**src/rtl/msf_encoder.sv**
```systemverilog
// MSF transmit encoder: serialises one queued second symbol (marker or A/B
// bit pair) into the strobed on/off carrier sample stream.
module msf_encoder #(
    parameter int CLKS_PER_SAMPLE  = 4,
    parameter int SAMPLES_PER_SLOT = 10
) (
    input  logic       clk_i,
    input  logic       rst_i,
    input  logic       bits_valid_i,
    output logic       bits_ready_o,
    input  logic       bits_is_second_00_i,
    input  logic [1:0] bits_data_i,
    output logic       sample_valid_o,
    output logic       sample_data_o,
    output logic       second_start_o,
    output logic       underrun_o
);

    localparam int DW = (CLKS_PER_SAMPLE > 1) ? $clog2(CLKS_PER_SAMPLE) : 1;
    localparam int SW = (SAMPLES_PER_SLOT > 1) ? $clog2(SAMPLES_PER_SLOT) : 1;

    typedef enum logic [1:0] {
        SYM_IDLE,
        SYM_MARKER,
        SYM_DATA
    } sym_e;

    logic [DW-1:0] div_q, div_d;
    logic [SW-1:0] samp_q, samp_d;
    logic [3:0]    slot_q, slot_d;
    sym_e          cur_q, cur_d;
    logic [1:0]    cur_ab_q, cur_ab_d;
    logic          pend_full_q, pend_full_d;
    logic          pend_mk_q, pend_mk_d;
    logic [1:0]    pend_ab_q, pend_ab_d;
    logic          valid_q, valid_d;
    logic          data_q, data_d;
    logic          ss_q, ss_d;
    logic          ur_q, ur_d;

    logic tick, samp_wrap, load, accept, slot_bit;

    always_comb begin
        tick      = (div_q == DW'(CLKS_PER_SAMPLE - 1));
        samp_wrap = (samp_q == SW'(SAMPLES_PER_SLOT - 1));
        load      = (div_q == '0) && (samp_q == '0) && (slot_q == '0);
        accept    = bits_valid_i && !pend_full_q;

        div_d  = tick ? '0 : div_q + DW'(1);
        samp_d = samp_q;
        slot_d = slot_q;
        if (tick) begin
            samp_d = samp_wrap ? '0 : samp_q + SW'(1);
            if (samp_wrap)
                slot_d = (slot_q == 4'd9) ? 4'd0 : slot_q + 4'd1;
        end

        // Load consumes pending first so a same-cycle handshake refills it
        pend_full_d = pend_full_q;
        pend_mk_d   = pend_mk_q;
        pend_ab_d   = pend_ab_q;
        cur_d       = cur_q;
        cur_ab_d    = cur_ab_q;
        if (load) begin
            pend_full_d = 1'b0;
            if (pend_full_q) begin
                cur_d    = pend_mk_q ? SYM_MARKER : SYM_DATA;
                cur_ab_d = pend_ab_q;
            end else begin
                cur_d    = SYM_IDLE;
                cur_ab_d = 2'b00;
            end
        end
        if (accept) begin
            pend_full_d = 1'b1;
            pend_mk_d   = bits_is_second_00_i;
            pend_ab_d   = bits_data_i;
        end

        slot_bit = 1'b1;
        case (cur_q)
            SYM_MARKER: slot_bit = (slot_q >= 4'd5);
            SYM_DATA: begin
                if (slot_q == 4'd0)
                    slot_bit = 1'b0;
                else if (slot_q == 4'd1)
                    slot_bit = ~cur_ab_q[1];
                else if (slot_q == 4'd2)
                    slot_bit = ~cur_ab_q[0];
            end
            default: slot_bit = 1'b1;
        endcase

        valid_d = tick;
        data_d  = tick ? slot_bit : data_q;
        ss_d    = load;
        ur_d    = load && !pend_full_q;
    end

    always_ff @(posedge clk_i) begin
        if (rst_i) begin
            div_q       <= '0;
            samp_q      <= '0;
            slot_q      <= '0;
            cur_q       <= SYM_IDLE;
            cur_ab_q    <= 2'b00;
            pend_full_q <= 1'b0;
            pend_mk_q   <= 1'b0;
            pend_ab_q   <= 2'b00;
            valid_q     <= 1'b0;
            data_q      <= 1'b1;
            ss_q        <= 1'b0;
            ur_q        <= 1'b0;
        end else begin
            div_q       <= div_d;
            samp_q      <= samp_d;
            slot_q      <= slot_d;
            cur_q       <= cur_d;
            cur_ab_q    <= cur_ab_d;
            pend_full_q <= pend_full_d;
            pend_mk_q   <= pend_mk_d;
            pend_ab_q   <= pend_ab_d;
            valid_q     <= valid_d;
            data_q      <= data_d;
            ss_q        <= ss_d;
            ur_q        <= ur_d;
        end
    end

    assign bits_ready_o   = ~pend_full_q;
    assign sample_valid_o = valid_q;
    assign sample_data_o  = data_q;
    assign second_start_o = ss_q;
    assign underrun_o     = ur_q;

endmodule

```
**config.mk**
```make
export PLATFORM = sky130hd
export DESIGN_NAME = msf_encoder
export DESIGN_NICKNAME = d
export VERILOG_FILES = /design/src/rtl/msf_encoder.sv
export SDC_FILE = /design/constraint.sdc
export NUM_CORES = 1
export LEC_CHECK = 0
export BUFFER_PORTS_ARGS = -buffer_cell sky130_fd_sc_hd__clkbuf_2
export CORE_ASPECT_RATIO = 0.6
export CORE_UTILIZATION = 40
export DETAILED_ROUTE_END_ITERATION = 10
export GPL_TIMING_DRIVEN = 0
export PLACE_DENSITY = 0.57
export SLEW_MARGIN = 40
export SYNTH_ARGS = -nofsm -noshare
export SYNTH_HDL_FRONTEND = slang
export SYNTH_SLANG_ARGS = --single-unit
```
**constraint.sdc**
```tcl
create_clock -name clk_i -period 1.8 [get_ports clk_i]
set_input_delay 0.27 -clock clk_i [delete_from_list [all_inputs] [get_ports clk_i]]
set_output_delay 0.27 -clock clk_i [all_outputs]
set_load 0.1 [all_outputs]
```
==> results of run 1 <==
critical path, cell delays in order (launching register included):
cell     delay [ps]
dfxtp_1         350
ha_1            350
nand3_1         240
or4_1           520
a21oi_1         120
worst paths after layout:
path	endpoint	slack, ps	depth (start not counted)
min	pend_ab_q[1]$_SDFFE_PP0P_	250	3
max	slot_q[1]$_SDFFE_PP0P_	150	4
max reg2reg	slot_q[1]$_SDFFE_PP0P_	150	4
min reg2reg	div_q[0]$_SDFF_PP0_	460	1
cell type report:
| type | instances | area share |
|---|---|---|
| Timing Repair Buffer | 9 | 0.0389 |
| Inverter | 8 | 0.0259 |
| Tap cell | 30 | 0.0324 |
| Multi-Input combinational cell | 76 | 0.453 |
| Clock buffer | 4 | 0.0476 |
| Sequential cell | 22 | 0.381 |
| Buffer | 6 | 0.0216 |
metrics by stage:
step | utilization | std cells | setup slack, ps
after floorplan | - | 113 | 280
after global placement | 0.482 | 152 | 83.3
after detailed placement | 0.482 | 152 | 37.7
after CTS | 0.506 | 156 | 16.5
after global routing | 0.505 | 155 | 16.2
final | 0.505 | 155 | 151
synth_stat cells:
master,n
dfxtp_1,22
inv_1,8
nand4b_1,1
a21oi_1,6
or4_1,2
nor4b_1,2
o21a_1,1
clkbuf_1,5
nor3b_1,1
or3b_1,1
mux2i_1,7
o21ai_0,3
o32a_1,1
o32ai_1,1
xnor2_1,2
nand2_1,3
nand3b_1,4
nor2_1,10
a31oi_1,1
or3_1,2
nor3_1,3
ha_1,4
o211ai_1,1
nor4_1,1
o31ai_1,1
nor2b_1,3
nand2b_1,5
a211o_2,1
mux2_2,1
nand4_1,1
or3_2,1
a211oi_1,1
or2b_1,1
nand3_1,3
and3b_1,1
buf_2,2
what timing repair did:
item                                    in CTS  in global routing
hold buffers                                 0                  0
endpoints found under the setup margin       0                  4
hold endpoints to repair                     0                  0
kinds of logic after synthesis:
logic type                 share of synthesized area
xor gates and xnor gates                      0.0171
DFF                                            0.430
and+or+nand+nor                                0.259
muxes                                         0.0795
buffers and inverters                         0.0575
AOI/OAI and AO/OA                              0.108
adders and majority gates                     0.0489
report_power, final:
group	internal, W	total (W)	switching [W]
clock network	0.000195	0.000353	0.000158
registers	0.000512	0.000530	0.0000181
logic	0.0000525	0.000179	0.000126
flip-flops by register name (all words and copies together), names as in the netlist:
| register | count |
|---|---|
| cur_ab_q | 2 |
| cur_q | 2 |
| div_q | 2 |
| pend_ab_q | 2 |
| pend_full_q | 1 |
| pend_mk_q | 1 |
| samp_q | 4 |
| sample_data_o | 1 |
| sample_valid_o | 1 |
| second_start_o | 1 |
| slot_q | 4 |
| underrun_o | 1 |
layer usage:
metal / share of wire / routed length, um
met5: 0 / 0
met4: 0.016 / 31
met3: 0.049 / 96
met2: 0.39 / 764
met1: 0.55 / 1090
==> results.cfg, run 1 <==
[flow_run]
maxCapViolCount = 0

[critical_path]
critical_path_class = flip-flop to flip-flop
crit_path_start_kind = flip-flop
arrival_ps = 1850
critPathRequiredTime_ps = 2000
cp_max_fo = 8
end_kind = flip-flop
setup.worst_path.start = div_q[0]$_SDFF_PP0_
r2r-start = div_q[0]$_SDFF_PP0_

[synth]
synth_area_leaders = dfxtp_1 43%, mux2i_1 6.8%, ha_1 4.9%
synth_area_mm2 = 0.00102
yosys.area.top_type_share = 0.430
synth_nets = 123
synth.avg_cell_area_um2 = 9.06
ys_ff_latch = 22
synthDistinctLibCells = 36
yosysWarningCount = 0
syn_inst = 113
yosysTopAreaCell = dfxtp_1
ys_seq_area_frac = 0.430

[min_path]
holdCritPathClass = primary input to flip-flop
min_from = bits_data_i[1]

[cts]
clock_tree.htree_level_count = 1
ctsLongestPathBuffers = 2
cts-root-buf = clkbuf_8
postCtsResizedCells = 0
path_clk_slew_ps = 80
cts_sinks = 22
post_cts_buffers = 0
cts_tree = yes
clk_latency_ps = 260
cts-buffers-inserted = 3

[pwr]
max-vdd-ir-drop_mv = 0.577
power_w = 0.00106
p_per_area_mw_per_mm2 = 917
power.leakage_nw = 0.428

[sta]
relSlewSlack = 0.640
rsz0062_at_grt = no
holdWs_ps = 246
fin_skew_ps = 4.77
period_minus_slack_ps = 1650
fin_crit_sh = 0.916
finalSetupViolations = 0
hold_violations = 0
max_freq_mhz = 607
setup_tns_ps = 0
worst_slew_pin_slew_ps = 543
slew_violations = 0

[finish]
drive_gt1_frac = 0.144
mostFrequentLayoutCells = 22 x dfxtp_1, 10 x nor2_1, 9 x clkbuf_2, 8 x inv_1, 7 x mux2i_1
final_common_cell = dfxtp_1
nets = 136
multiInputGateArea_um2 = 524
design_area_mm2 = 0.00116
area_growth_pct = 13.1
layout.area.seq_um2 = 440
num_antenna_cells = 0
nFillCells = 223

[floorplan]
core_mm2 = 0.00229
dieArea_mm2 = 0.00277
fp-row-count = 13
start_util = 0.446
die_w_um = 67.3
ios = 11
dieHeight_um = 41.2

[detailed_routing]
viasPerCell = 5.28
vias = 818
totalWireLength_um = 1980
post_drt_wl_per_cell_um = 12.8
drc = 0
first_pass_iters = 4
drt_iter0_markers = 46
antenna_left = 0

[global_route]
met1_usage = 0.225
antenna_found_initial = 0
grt_pass1_vias = 707
grt-ovfl-total = 0
grt_use_total = 0.170
grt_start_max_net_pins = 13
grt_use_met3 = 0.0639
grt_util_met2 = 0.245
busiest_layer = met2
grt_pass1_wl_um = 3270

[placed_design]
port-buffer-count = 9
dpl.hpwl_um = 1480
place_congestion = 0.698
placed_area_mm2 = 0.00111

[outcome]
outcome = complete, no violations
No activity file was read; power rests on OpenSTA's default activity.
==> run 2: changes to the inputs <==
- CELL_PAD_IN_SITES_DETAIL_PLACEMENT: default -> 1
- CELL_PAD_IN_SITES_GLOBAL_PLACEMENT: default -> 2
- CORE_UTILIZATION: 40 -> 34
- PLACE_DENSITY: 0.57 -> 0.74
==> run 2 against run 1 <==
Compared with the run above:
- non-clock buffer count did not move
- worst hold slack improved by 17 ps
- die area increased by 17%
- sequential share of layout area is 0.49 points lower
- sequential cell count did not move
- final area is 1.3% higher
- critical endpoint unchanged
- combinational power barely moved
- wire length grew 11%
- sequential power about the same
- total power about the same
- clock skew down 1.5 ps
- clock power shrank 1%
- largest power group unchanged
- largest cell class unchanged
==> results.cfg, run 2 (same netlist as run 1, synthesis figures left out) <==
[outcome]
outcome = complete, no violations

[global_route]
grt-ovfl-total = 0
grt_start_max_net_pins = 13
grt_pass1_wl_um = 3570
grt_pass1_vias = 745
antenna_found_initial = 0
grt_use_total = 0.150

[pwr]
switching_share = 0.284
p_per_area_mw_per_mm2 = 906
p_int_w = 0.000760
netSwitchingPower_w = 0.000302
power.leakage_nw = 0.426
max-vdd-ir-drop_mv = 0.538
p_seq_frac = 0.500
power_frac_clock = 0.328
combPwrFrac = 0.172

[detailed_routing]
antenna_left = 0
viasPerCell = 4.88
first_pass_iters = 3
drc = 0
vias = 806
drt_iter0_markers = 27
post_drt_wl_per_cell_um = 13.3
totalWireLength_um = 2200

[cts]
cts_tree = yes
post_cts_buffers = 0
cts-buffers-inserted = 3
cts-root-buf = clkbuf_8
clk_latency_ps = 260
ctsLongestPathBuffers = 2
holdBufCountCts = 0
clock_tree.htree_level_count = 1
path_clk_slew_ps = 80
cts_sinks = 22

[sta]
setup_tns_ps = 0
worst_slew_pin_slew_ps = 544
layout_setup_ws_ps = 147
slew_violations = 0
finalSetupViolations = 0
rsz0062_at_grt = no
max_freq_mhz = 605
period_minus_slack_ps = 1650
relSlewSlack = 0.639
fin_skew_ps = 3.25
holdWs_ps = 263
hold_violations = 0
fin_crit_sh = 0.918

[critical_path]
end_kind = flip-flop
cp_slowest_cell = or4_1
crit_path_start_kind = flip-flop
critPathTopFamily = simple AND/OR/NAND/NOR gates
critical_path_class = flip-flop to flip-flop
crit_buf_inv = 1
critPathRequiredTime_ps = 1990
cpPeakStageDelay_ps = 500
arrival_ps = 1840
cp_max_fo = 8
path_cells = or3b_1 -> buf_2 -> or4_1 -> a21oi_1

[finish]
mostFrequentLayoutCells = 22 x dfxtp_1, 10 x nor2_1, 9 x clkbuf_2, 8 x inv_1, 7 x mux2i_1
area_growth_pct = 14.5
nets = 136
drive_gt1_frac = 0.152
final_common_cell = dfxtp_1
num_antenna_cells = 0
top_regs = samp_q x4, slot_q x4

[placed_design]
dpl.hpwl_um = 1650
port-buffer-count = 9
dp_slack_ps = 11.4
place_congestion = 0.790

[floorplan]
die_w_um = 72.8
start_util = 0.382
core_mm2 = 0.00268
fp-row-count = 14
ios = 11
dieHeight_um = 44.5
dieArea_mm2 = 0.00324

[min_path]
holdCritPathClass = primary input to flip-flop

[flow_run]
maxCapViolCount = 0
[run 2: changes by cell type in the layout (fill, tap and decap cells not counted)]
cell / previous run / this run
ha_1: 4 / 3
ha_2: 0 / 1
[run 2: metal layers]
| layer | part of all wire | vias up | global-route usage |
|---|---|---|---|
| met2 | 0.38 | 10 | 0.219 |
| met4 | 0.0055 | 0 | 0.0353 |
| li1 | - | 417 | - |
| met3 | 0.034 | 2 | 0.0547 |
| met1 | 0.58 | 377 | 0.210 |
| met5 | 0 | - | 0 |
[run 2: what timing repair did]
item | in CTS | in global routing
endpoints found under the setup margin | 1 | 1
resized for setup | 0 | 1
gates cloned | 0 | 0
[run 2: path summary, 6_finish.rpt]
check / startpoint / end / slack, ps / cells after the start
setup reg to reg: samp_q[3]$_SDFFE_PP0P_ / slot_q[1]$_SDFFE_PP0P_ / 150 / 4
hold / removal: bits_is_second_00_i / pend_mk_q$_SDFFE_PP0P_ / 260 / 3
hold reg to reg: div_q[0]$_SDFF_PP0_ / div_q[0]$_SDFF_PP0_ / 470 / 1
setup / recovery: samp_q[3]$_SDFFE_PP0P_ / slot_q[1]$_SDFFE_PP0P_ / 150 / 4
[run 2: worst reg2reg max path, cell delays in order (launching register included)]
cell     delay (ps)
dfxtp_1         430
or3b_1          360
buf_2           160
or4_1           500
a21oi_1         130
[run 2: cell type report]
cell class / count / area (um^2)
Tap cell: 40 / 50.0
Timing Repair Buffer: 9 / 45.0
Clock buffer: 4 / 55.1
Fill cell: 323 / 1510
Multi-Input combinational cell: 76 / 527
Buffer: 6 / 25.0
Sequential cell: 22 / 440
Inverter: 8 / 30.0
[run 2: power groups by stage]
stage	registers, W	logic (W)	clock network, W
global route	0.000536	0.000196	0.000386
CTS	0.000531	0.000183	0.000365
finish	0.000531	0.000182	0.000349
detailed placement	0.000542	0.000180	0
global placement	0.000541	0.000179	0
floorplan	0.000589	0.0000943	0
[run 2: through the flow]
step                      power (W)  cell area (um^2)   util  cells
after floorplan            0.000683              1020      -    113
after global routing        0.00112              1170  0.437    165
final                       0.00106              1170  0.437    165
after global placement     0.000719              1120  0.417    162
after CTS                   0.00108              1170  0.437    165
after detailed placement   0.000722              1120  0.417    162
